`src/rtl/aibcr3aux_osc_pkg.sv`:
```
// Shared types and defaults for the aux oscillator clock divider.
// Holds the controller state encoding and default sizing constants.
package aibcr3aux_osc_pkg;

    localparam int DEF_CNT_W       = 8;
    localparam int DEF_SYNC_STAGES = 2;
    localparam int DEF_SETTLE_CYC  = 16;

    typedef enum logic [1:0] {
        ST_IDLE   = 2'd0,
        ST_SETTLE = 2'd1,
        ST_RUN    = 2'd2,
        ST_DRAIN  = 2'd3
    } osc_state_e;

    function automatic int clamp_min(input int val, input int lo);
        return (val < lo) ? lo : val;
    endfunction

endpackage

```
`src/rtl/aibcr3aux_osc_sync.sv`:
```
// Multi-stage level synchronizer with synchronous active-high reset.
// Depth never drops below two flops.
module aibcr3aux_osc_sync
    import aibcr3aux_osc_pkg::*;
#(
    parameter int STAGES = DEF_SYNC_STAGES
) (
    input  logic clk,
    input  logic rst,
    input  logic d,
    output logic q
);

    localparam int N = clamp_min(STAGES, 2);

    logic [N-1:0] sync_q;
    logic [N-1:0] sync_d;

    always_comb begin
        sync_d = {sync_q[N-2:0], d};
    end

    always_ff @(posedge clk) begin
        if (rst) begin
            sync_q <= '0;
        end else begin
            sync_q <= sync_d;
        end
    end

    assign q = sync_q[N-1];

endmodule

```
`src/rtl/aibcr3aux_osc_div.sv`:
```
// Programmable glitch-free divider on the aux oscillator clock, started
// after a settle window once the synchronized ready level is seen.
module aibcr3aux_osc_div
    import aibcr3aux_osc_pkg::*;
#(
    parameter int CNT_W       = DEF_CNT_W,
    parameter int SYNC_STAGES = DEF_SYNC_STAGES,
    parameter int SETTLE_CYC  = DEF_SETTLE_CYC
) (
    input  logic             clk,
    input  logic             rst,
    input  logic             osc_rdy,
    input  logic             div_en,
    input  logic [CNT_W-1:0] div_ratio,
    output logic             clk_div,
    output logic             tick,
    output logic             div_active,
    output logic             ratio_upd,
    output logic             abort
);

    localparam int               SETTLE_C    = clamp_min(SETTLE_CYC, 1);
    localparam logic [CNT_W-1:0] SETTLE_LOAD = CNT_W'(SETTLE_C - 1);
    localparam logic [CNT_W-1:0] CNT_ONE     = CNT_W'(1);

    logic osc_rdy_s;

    osc_state_e       state_q, state_d;
    logic [CNT_W-1:0] cnt_q, cnt_d;
    logic [CNT_W-1:0] ratio_q, ratio_d;
    logic             clk_div_q, clk_div_d;
    logic             tick_q, tick_d;
    logic             ratio_upd_q, ratio_upd_d;
    logic             abort_q, abort_d;

    logic             cnt_zero;
    logic [CNT_W-1:0] cnt_dec;

    aibcr3aux_osc_sync #(
        .STAGES (SYNC_STAGES)
    ) u_rdy_sync (
        .clk (clk),
        .rst (rst),
        .d   (osc_rdy),
        .q   (osc_rdy_s)
    );

    assign cnt_zero = (cnt_q == '0);
    assign cnt_dec  = cnt_q - CNT_ONE;

    always_comb begin
        state_d     = state_q;
        cnt_d       = cnt_q;
        ratio_d     = ratio_q;
        clk_div_d   = clk_div_q;
        tick_d      = 1'b0;
        ratio_upd_d = 1'b0;
        abort_d     = 1'b0;

        unique case (state_q)
            ST_IDLE: begin
                clk_div_d = 1'b0;
                cnt_d     = '0;
                if (osc_rdy_s && div_en) begin
                    state_d = ST_SETTLE;
                    cnt_d   = SETTLE_LOAD;
                end
            end

            ST_SETTLE: begin
                if (!osc_rdy_s) begin
                    state_d = ST_IDLE;
                    cnt_d   = '0;
                    abort_d = 1'b1;
                end else if (!div_en) begin
                    state_d = ST_IDLE;
                    cnt_d   = '0;
                end else if (cnt_zero) begin
                    state_d = ST_RUN;
                    ratio_d = div_ratio;
                    cnt_d   = div_ratio;
                end else begin
                    cnt_d = cnt_dec;
                end
            end

            ST_RUN: begin
                if (!osc_rdy_s) begin
                    state_d   = ST_IDLE;
                    cnt_d     = '0;
                    clk_div_d = 1'b0;
                    abort_d   = 1'b1;
                end else if (!div_en) begin
                    // A low phase can stop at once; a high phase must finish.
                    if (!clk_div_q || cnt_zero) begin
                        state_d   = ST_IDLE;
                        cnt_d     = '0;
                        clk_div_d = 1'b0;
                    end else begin
                        state_d = ST_DRAIN;
                        cnt_d   = cnt_dec;
                    end
                end else if (cnt_zero) begin
                    if (clk_div_q) begin
                        clk_div_d   = 1'b0;
                        ratio_d     = div_ratio;
                        cnt_d       = div_ratio;
                        ratio_upd_d = (div_ratio != ratio_q);
                    end else begin
                        clk_div_d = 1'b1;
                        tick_d    = 1'b1;
                        cnt_d     = ratio_q;
                    end
                end else begin
                    cnt_d = cnt_dec;
                end
            end

            ST_DRAIN: begin
                if (!osc_rdy_s) begin
                    state_d   = ST_IDLE;
                    cnt_d     = '0;
                    clk_div_d = 1'b0;
                    abort_d   = 1'b1;
                end else if (cnt_zero) begin
                    state_d   = ST_IDLE;
                    clk_div_d = 1'b0;
                end else begin
                    cnt_d = cnt_dec;
                end
            end

            default: begin
                state_d   = ST_IDLE;
                cnt_d     = '0;
                clk_div_d = 1'b0;
            end
        endcase
    end

    always_ff @(posedge clk) begin
        if (rst) begin
            state_q     <= ST_IDLE;
            cnt_q       <= '0;
            ratio_q     <= '0;
            clk_div_q   <= 1'b0;
            tick_q      <= 1'b0;
            ratio_upd_q <= 1'b0;
            abort_q     <= 1'b0;
        end else begin
            state_q     <= state_d;
            cnt_q       <= cnt_d;
            ratio_q     <= ratio_d;
            clk_div_q   <= clk_div_d;
            tick_q      <= tick_d;
            ratio_upd_q <= ratio_upd_d;
            abort_q     <= abort_d;
        end
    end

    assign clk_div    = clk_div_q;
    assign tick       = tick_q;
    assign ratio_upd  = ratio_upd_q;
    assign abort      = abort_q;
    assign div_active = (state_q == ST_RUN) || (state_q == ST_DRAIN);

endmodule

```
`config.mk`:
```
export PLATFORM = sky130hd
export DESIGN_NAME = aibcr3aux_osc_div
export DESIGN_NICKNAME = d
export VERILOG_FILES = /design/src/rtl/aibcr3aux_osc_pkg.sv /design/src/rtl/aibcr3aux_osc_sync.sv /design/src/rtl/aibcr3aux_osc_div.sv
export SDC_FILE = /design/constraint.sdc
export NUM_CORES = 1
export LEC_CHECK = 0
export ABC_AREA = 1
export ABC_CLOCK_PERIOD_IN_PS = 1860
export CELL_PAD_IN_SITES_DETAIL_PLACEMENT = 0
export CELL_PAD_IN_SITES_GLOBAL_PLACEMENT = 1
export CORE_MARGIN = 3
export CORE_UTILIZATION = 40
export CTS_CLUSTER_DIAMETER = 30
export DETAILED_ROUTE_END_ITERATION = 8
export PLACE_DENSITY = 0.78
export SLEW_MARGIN = 20
export SYNTH_ARGS = -nofsm -noshare
export SYNTH_HDL_FRONTEND = slang
export SYNTH_SLANG_ARGS = --single-unit
```
`constraint.sdc`:
```
create_clock -name clk -period 1.86 [get_ports clk]
set_clock_uncertainty 0.1 [all_clocks]
set_input_delay 0.372 -clock clk [delete_from_list [all_inputs] [get_ports clk]]
set_output_delay 0.372 -clock clk [all_outputs]
set_load 0.02 [all_outputs]
```
# [After elaboration in Yosys (flattened, before gate mapping)]
# Cells that the tools add are included.
[totals] regBits=24 latch_bits=0 ram_bits=0 romBits=0 inputBits=12 output_inout_bits=5 wordCells=85 n_memories=0
[classes] addsub=1 mul=0 div=0 magnitude_cmp=0 eq_ne=17 shifts=0 muxes=38 n_bitwise=6 reduce_logical=15
[op_table] operator="8-bit 2-to-1 mux" count=16
[op_table] operator="8-bit one-hot mux with 4 select lines" count=1
[op_table] operator="2-bit 2-to-1 mux" count=9
[op_table] operator="8-bit one-hot mux with 2 select lines" count=1
[op_table] operator="4-bit inequality test (second input constant)" count=3
[op_table] operator="2-bit inequality test (second input constant)" count=5
[op_table] operator="3-bit inequality test (second input constant)" count=3
[op_table] operator="8-bit logical NOT" count=1
[op_table] operator="1-bit 2-to-1 mux" count=8
[op_table] operator="8-bit inequality test" count=1
[op_table] operator="2-bit one-hot mux with 4 select lines" count=1
[op_table] operator="4-bit AND reduction" count=2
[op_table] operator="8-bit by 1-bit subtractor with 8-bit output (second input constant)" count=1
[op_table] operator="7-bit AND reduction" count=1
[op_table] operator="1-bit inverter" count=6
[op_table] operator="6-bit OR reduction" count=1
[op_table] operator="5-bit OR reduction" count=1
[op_table] operator="2-bit equality test (second input constant)" count=2
[op_table] operator="4-bit 2-to-1 mux" count=1
[op_table] operator="2-bit by 1-bit inequality test with 1-bit output (second input constant)" count=2
[op_table] operator="1-bit one-hot mux with 3 select lines" count=1
[op_table] operator="3-bit nonzero test" count=1
[op_table] operator="3-bit OR reduction" count=1
[op_table] operator="2-bit by 1-bit equality test with 1-bit output (second input constant)" count=1
[op_table] operator="6 further kinds" count=7

# [Logic depth before layout (Yosys ltp)]
# Gate-level depths: netlist (run 1).
[depth] ltp_word=6 mapped_depth=12 depth_no_buf=11

# [Hierarchy]
# Synthesis (run 1) repeated with hierarchy kept, for this count alone.
[unflattened] hier_cells=239 area_unflattened_um2=1565.3
[modules_own_cells] module="aibcr3aux_osc_div" n_inst=1 cells_per_inst=233 area_per_inst_um2=1510.2 seq_area_each_um2=440.4
[modules_own_cells] module="aibcr3aux_osc_sync" n_inst=1 cells_per_inst=6 area_per_inst_um2=55.1 seq_area_each_um2=40.0

# [Worst setup path after synthesis (run 1)]
# OpenSTA, ideal clock, no wires.
[synth_path] path_type="flip-flop to flip-flop" startpoint="register cnt_q[0]" endpoint="register cnt_q[0]" setup_time_ns=0.117 arrival_ns=1.377 required_time_ns=1.643 slack_ns=0.266 stages_incl_launch_ff=13 n_path_buf=1 period_less_slack_ns=1.594 path_cell_list="dfxtp_1 -> inv_1 -> ha_1 -> nand2_2 -> nor2_4 -> nand2_4 -> buf_6 -> nand3_2 -> nand2_2 -> nand2_1 -> nand3_1 -> nor2_1 -> nor2_1"
[synth_via] elab_chain_len=6 elab_cells_between_ends=14 classes_between="1 x add/sub; 1 x eq/ne; 10 x mux; 2 x reduce/logical"
[synth_rtl] element="from (decl)" line_no="aibcr3aux_osc_div.sv:29" text="logic [CNT_W-1:0] cnt_q, cnt_d;"
[synth_rtl] element="from (signal assigned)" line_no="aibcr3aux_osc_div.sv:152" text="cnt_q <= cnt_d;"
[synth_rtl] element="branches (longest 6 deep; another with 8-bit by 1-bit subtractor with 8-bit output)"
# Several ways; the timed one is not identified. The select of a mux whose other input is x is not followed.
# A chain may end at the register's enable or synchronous reset.

# [Worst setup path in the final report (run 1)]
# Ends and elaborated chain as after synthesis.

==> results of run 1 <==
## synthesized netlist by cell type
cell type	instances
nand2_1	52
inv_1	32
dfxtp_1	24
o21ai_0	23
nor2_1	22
a21oi_1	21
nand3_1	11
inv_2	8
xnor2_1	8
nand2_4	5
xor2_1	5
nand2_2	4
nand4_1	4
nor2_4	4
a21o_1	3
buf_6	3
nor3_1	3
buf_2	2
clkbuf_1	2
nand3_2	2
nor2_2	2
o21ai_1	2
a211oi_2	1
buf_4	1
clkinv_2	1
ha_1	1
nand3b_2	1
o21ai_2	1
o22ai_1	1
## flip-flops by register name, indices dropped and copies added, names as in the netlist
signal / flops
cnt_q: 8
ratio_q: 8
state_q: 2
u_rdy_sync.sync_q: 2
abort: 1
clk_div: 1
ratio_upd: 1
tick: 1
## kinds of logic (layout without fill, tap and decap cells)
kind of cell	Yosys count	count (layout)	synth area share (%)
XOR/XNOR	13	13	6.93
flip-flops	24	24	29.2
buffers and inverters	49	84	13.0
adder cells (fa/ha/maj)	1	1	0.761
AO/OA/AOI/OAI	52	52	17.0
AND/OR/NAND/NOR	110	110	33.0
## final cells by class
class                           count  area [um2]  area share [%]
Timing Repair Buffer               39         334            16.4
Sequential cell                    24         482            23.7
Tap cell                           48        60.1            2.95
Inverter                           41         155            7.62
Clock buffer                        4        55.1            2.70
Multi-Input combinational cell    176         950            46.7
## worst register-to-register path, cell delays in order (launching register included)
cell and delay [ns]:
dfxtp_1 0.33, inv_1 0.08, ha_1 0.20, nand2_2 0.08
nor2_4 0.11, nand2_4 0.09, buf_4 0.15, nand3_2 0.09
nand2_2 0.09, nand2_1 0.06, nand3_1 0.08, nor2_1 0.10
nor2_1 0.04
## report_power, final
group	leakage [nW]	internal, W	switching (W)
registers	0.195	0.000520	0.00000671
clock network	0.0288	0.000189	0.000180
logic	0.708	0.0000746	0.0000802
## cells in the final DEF, fill, tap and decap left out, types with 2 or more instances in the layout
master	n
nor2_2	2
dfxtp_1	23
nand2_2	4
xnor2_1	8
clkdlybuf4s50_1	14
nand2_1	52
nand3_2	2
nor2_4	4
clkbuf_8	4
inv_2	8
o21ai_1	3
nor3_1	3
a21o_1	3
buf_4	23
o21ai_0	22
nand4_1	4
nor2_1	22
xor2_1	5
inv_1	32
a21oi_1	21
nand2_4	5
nand3_1	11
## worst max path at each step
| stage | start | slack [ns] | end |
|---|---|---|---|
| 2_1_floorplan | cnt_q[0] | 0.27 | cnt_q[0] |
| 3_3_place_gp | div_en | -0.01 | cnt_q[0] |
| 3_5_place_dp | div_en | -0.05 | cnt_q[0] |
| 4_1_cts | state_q[1] | 0.03 | div_active |
| 5_1_grt | cnt_q[0] | 0.003 | cnt_q[0] |
| 6_report | cnt_q[0] | 0.15 | cnt_q[0] |
## timing repair
item,in CTS,in global routing
hold buffers,0,0
setup buffers,0,0
gates resized for setup,2,2
setup endpoints to repair,2,2
## metrics by stage
stage | setup slack [ns] | util (%)
CTS | 0.0326 | 53.5
finish | 0.155 | 53.6
floorplan | 0.266 | -
global placement | -0.0138 | 52.1
global route | 0.00284 | 53.6
detailed placement | -0.0470 | 52.1
## layer usage
metal | wire length, um | track usage (%) | share of wire (%)
met3 | 104 | 3.17 | 2.7
met5 | 0 | 0 | 0
met1 | 2010 | 23.0 | 52
met4 | 42 | 3.83 | 1.1
met2 | 1680 | 25.9 | 44
==> results.yml, run 1 <==
outcome:
  outcome: "finished, final reports clean"
sta:
  max_clock_freq_mhz: 586
  max_slew_margin_pct: 56.3
  worstMarginPinSlew_ns: 0.656
  rsz0062_at_grt: "no"
  finalCritPeriodShare_pct: 91.7
  finalSetupTns_ns: 0
  final-max-slew-violation-count: 0
  finalSetupViolations: 0
  whs_ns: 0.305
  min_period_ns: 1.71
  hold_viol_final: 0
global_route:
  grt_pass1_wl_mm: 6.62
  grt_pass1_vias: 1485
  globalRouteOverflowTotal: 0
  grt_max_degree: 17
  grt_use_total_pct: 16.4
  antenna_found_initial: 0
routing:
  wl_per_cell_um: 11.6
  wl_mm: 3.84
  drtIter0Drc: 50
  final_antenna_net_count: 0
  dr.pass1.iters: 4
  drc: 0
  viasPerCell: 4.74
  via_count: 1575
final_layout:
  fill_cells: 410
  fin_cells: 332
  antenna_cells: 0
  area_growth_pct: 23.8
  final_area_um2: 2040
  nNetsFinal: 298
  drive_gt1_share_pct: 20.1
critical_path:
  cp_max_fo: 4
  crit_slowest_cell: "dfxtp_1"
  critical_path_arrival_ns: 1.77
  crit_cells: 12
  cp_cell_sequence: "inv_1, ha_1, nand2_2, nor2_4, nand2_4, buf_4, nand3_2, nand2_2, nand2_1, nand3_1, nor2_1, nor2_1"
  cp-start-kind: "flop"
  cp.required_ns: 1.93
  critPathBufInv: 2
  rr_startpoint: "cnt_q[0]"
  critPathTopFamily: "simple AND/OR/NAND/NOR gates"
  critPathKind: "flop to flop"
  critPathCaptureType: "flop"
  rr_worst_depth: 12
  rr_endpoint: "cnt_q[0]"
  r2r_setup_slack_ns: 0.15
  critical_path.max_stage_delay_ns: 0.33
floorplanning:
  die_h_um: 70.1
  initial_core_util_pct: 43.3
  num_rows: 22
  coreArea_um2: 3800
  io_pins: 17
  die_w_um: 70.1
  dieArea_um2: 4920
worst_hold_path:
  hold_depth: 2
  min_to: "u_rdy_sync.sync_q[1]"
  holdCritPathClass: "flop to flop"
  hp-start: "u_rdy_sync.sync_q[0]"
yosys:
  seq_area_frac_synth_pct: 29.2
  synth_top_area_share_pct: 29.2
  yosys_warnings: 0
  synth-seq-cells: 24
  synth.cell_area_um2: 1640
  syn_inst: 249
  synth.net_count: 262
  netlist_top_cells_area: "dfxtp_1 29%, nand2_1 12%, inv_1 7.3%"
  yosysTopAreaCell: "dfxtp_1"
  syn_avg_cell_area_um2: 6.60
  synth_cell_types: 29
place:
  dp_cells: 328
  place_hpwl_mm: 3.07
  placement.io_buffers: 16
  place.gp.congestion: 0.831
  placed_area_um2: 1980
power_and_ir_drop:
  vdd_drop_max_v: 0.000261
  p_total_w: 0.00105
  leakagePower_nw: 0.931
  power.density_nw_per_um2: 516
cts:
  cts_tree: "built"
  cts_root_buf: "clkbuf_8"
  numCtsBuffers: 3
  clock-sinks: 24
  h-tree-depth: 1
  cts.clk_slew.worst_paths_ns: 0.08
  clockBufferDepth: 2
  clkLatencyLatePin_ns: 0.27
run:
  maxCapViolations: 0
Note: power is estimated with default switching activity, not from simulation.
==> inputs of run 2 (changes only) <==
--- a/config.mk
+++ b/config.mk
@@ -14,6 +14,7 @@
 export CTS_CLUSTER_DIAMETER = 30
 export DETAILED_ROUTE_END_ITERATION = 8
 export PLACE_DENSITY = 0.78
+export SKIP_LAST_GASP = 1
 export SLEW_MARGIN = 20
 export SYNTH_ARGS = -nofsm -noshare
 export SYNTH_HDL_FRONTEND = slang
==> results of run 2 <==
Same layout as run 1: the final DEF is identical, and so are final timing and power.
==> inputs of run 3 (changes only) <==
--- a/config.mk
+++ b/config.mk
@@ -5,15 +5,16 @@
 export SDC_FILE = /design/constraint.sdc
 export NUM_CORES = 1
 export LEC_CHECK = 0
-export ABC_AREA = 1
+export ABC_AREA = 0
 export ABC_CLOCK_PERIOD_IN_PS = 1860
+export CAP_MARGIN = 40
 export CELL_PAD_IN_SITES_DETAIL_PLACEMENT = 0
 export CELL_PAD_IN_SITES_GLOBAL_PLACEMENT = 1
 export CORE_MARGIN = 3
 export CORE_UTILIZATION = 40
 export CTS_CLUSTER_DIAMETER = 30
 export DETAILED_ROUTE_END_ITERATION = 8
-export PLACE_DENSITY = 0.78
+export PLACE_DENSITY = 0.74
 export SKIP_LAST_GASP = 1
 export SLEW_MARGIN = 20
 export SYNTH_ARGS = -nofsm -noshare
==> results.yml, run 3 <==
yosys:
  netlist_top_cells_area: "dfxtp_1 31%, mux2i_1 9.6%, xor2_1 6.7%"
  async_reset_ff_share_pct: 0
  syn_avg_cell_area_um2: 8.68
  synth_top_area_share_pct: 30.7
  synth-seq-cells: 24
  yosysMostFrequentCell: "dfxtp_1"
  yosysTopAreaCell: "dfxtp_1"
  synth_cell_types: 49
  synth_edf_count: 0
  synth.net_count: 193
  synthFlopType: "dfxtp_1"
  syn_inst: 180
  seq_area_frac_synth_pct: 30.7
  ys_top_cells_by_count: "24 x dfxtp_1, 15 x mux2i_1, 15 x nor2_1"
  synth.cell_area_um2: 1560
  yosys_warnings: 0
cts:
  cts_root_buf: "clkbuf_8"
  clock-sinks: 24
  clkLatencyLatePin_ns: 0.26
  cts.clk_slew.worst_paths_ns: 0.08
  cts_tree: "built"
  numCtsBuffers: 3
  h-tree-depth: 1
  clockBufferDepth: 2
  post_cts_buffers: 0
routing:
  routed.top_layer: "met4"
  dr.pass1.iters: 4
  drt-met1-wl_mm: 2.03
  final_antenna_net_count: 0
  via_count: 1442
  wl_met3_um: 152
  wl_met2_mm: 1.94
  drc: 0
  wl_mm: 4.18
  viasPerCell: 5.79
  wl_per_cell_um: 16.8
  drtIter0Drc: 90
sta:
  worst_slack_ns: 0.105
  whs_ns: 0.342
  hold_viol_final: 0
  max_slew_margin_pct: 65.1
  finalSetupViolations: 0
  final-max-slew-violation-count: 0
  finalCritPeriodShare_pct: 94.4
  worstMarginPinSlew_ns: 0.522
  rsz0062_at_grt: "no"
  min_period_ns: 1.75
  max_clock_freq_mhz: 570
floorplanning:
  initial_core_util_pct: 42.1
  die_w_um: 68.5
  coreArea_um2: 3720
  io_pins: 17
  die_h_um: 68.5
  dieArea_um2: 4690
  num_rows: 22
final_layout:
  drive_gt1_share_pct: 14.9
  antenna_cells: 0
  final_common_cell: "dfxtp_1"
  final_cell_mix: "23 x dfxtp_1, 15 x mux2i_1, 15 x nor2_1, 14 x clkdlybuf4s50_1, 13 x buf_4"
  nNetsFinal: 216
  fill_cells: 367
  largest_registers: "cnt_q x8, ratio_q x8"
  fin_util_pct: 50.8
  area_growth_pct: 20.9
  fin_cells: 249
critical_path:
  critical_path_arrival_ns: 1.79
  cp.required_ns: 1.90
  cp_max_fo: 6
  r2r_setup_slack_ns: 0.11
  critPathKind: "flop to flop"
  rr_endpoint: "cnt_q[4]"
  critical_path.max_stage_delay_ns: 0.35
  critPathBufInv: 1
  rr_worst_depth: 6
  critPathCaptureType: "flop"
  cp_cell_sequence: "inv_1, ha_1, nor3b_4, a21boi_2, a21oi_2, a211oi_1"
  cp-start-kind: "flop"
  crit_slowest_cell: "nor3b_4"
  rr_startpoint: "cnt_q[1]"
  critPathTopFamily: "compound AO/OA/AOI/OAI gates"
place:
  dp_slack_ns: -0.111
  dp_cells: 246
  placement.io_buffers: 16
  place_hpwl_mm: 3.19
  place.gp.congestion: 0.855
power_and_ir_drop:
  power.density_nw_per_um2: 497
  switchingPower_w: 0.000220
  pwr-share-clk_pct: 32.0
  swShare_pct: 23.5
  p_int_w: 0.000718
  leakagePower_nw: 0.739
  seq_power_share_pct: 55.7
  combPwrFrac_pct: 12.4
  vdd_drop_max_v: 0.000335
  p_total_w: 0.000939
global_route:
  globalRouteOverflowTotal: 0
  grt_pass1_vias: 1361
  antenna_found_initial: 0
  grt_pass1_wl_mm: 6.80
  grt_use_total_pct: 19.5
  grt_max_degree: 16
worst_hold_path:
  holdCritPathClass: "flop to flop"
  hold_depth: 1
  hp-start: "u_rdy_sync.sync_q[0]"
  min_to: "u_rdy_sync.sync_q[1]"
run:
  maxCapViolations: 0
outcome:
  outcome: "finished, final reports clean"
run 3: cell count changes in the layout (fill, tap and decap cells not counted), moves of 10 or more:
cell / delta
buf_4: -10
o21ai_0: -16
mux2i_1: +15
nand2_1: -45
a21oi_1: -12
inv_1: -25
run 3: power groups by stage:
| stage | combinational [W] | clock (W) | sequential, W |
|---|---|---|---|
| floorplan | 0.0000582 | 0 | 0.000533 |
| global placement | 0.000112 | 0 | 0.000535 |
| detailed placement | 0.000113 | 0 | 0.000535 |
| CTS | 0.000114 | 0.000316 | 0.000522 |
| global route | 0.000125 | 0.000331 | 0.000523 |
| finish | 0.000116 | 0.000300 | 0.000522 |
run 3: cells by family (layout without fill, tap and decap cells):
kind of cell	after synthesis	in the layout	synth area share, %
buffers and inverters	19	40	5.68
multiplexers	15	15	9.61
adder cells (fa/ha/maj)	1	1	0.801
AND/OR/NAND/NOR	56	56	20.5
AO/OA/AOI/OAI	52	52	25.4
flip-flops	24	24	30.7
XOR/XNOR	13	13	7.29
run 3: how the worst max path moves through the flow:
stage,startpoint,endpoint,cells past startpoint
2_1_floorplan,cnt_q[0],cnt_q[1],7
6_report,cnt_q[1],cnt_q[4],6
4_1_cts,state_q[1],div_active,1
3_5_place_dp,div_en,ratio_q[5],5
5_1_grt,cnt_q[1],cnt_q[1],6
3_3_place_gp,div_en,cnt_q[1],6
run 3: area by class of cell:
class                      instances  area (um2)  share of cell area (%)
tap                               48        60.1                    3.18
multi-input combinational        137        1000                    53.0
clock buffer                       3        41.3                    2.19
sequential                        24         482                    25.5
timing repair buffer              30         279                    14.8
inverter                           7        26.3                    1.39
run 3: what timing repair did:
action / 4_1_cts / 5_1_grt
endpoints found under the setup margin: 2 / 6
hold buffers: 0 / 0
pin swaps: 0 / 0
gates resized for setup: 2 / 3
run 3: through the flow:
stage,cell area [um2],TNS [ns]
6_report,1890,0
3_5_place_dp,1840,-1.05
3_3_place_gp,1840,-0.747
4_1_cts,1880,0
5_1_grt,1890,0
2_1_floorplan,1560,0
run 3: metal layers:
layer	vias up	GRT usage (%)
li1	706	-
met1	695	26.8
met2	35	31.7
met3	6	1.62
met4	0	6.95
met5	-	0
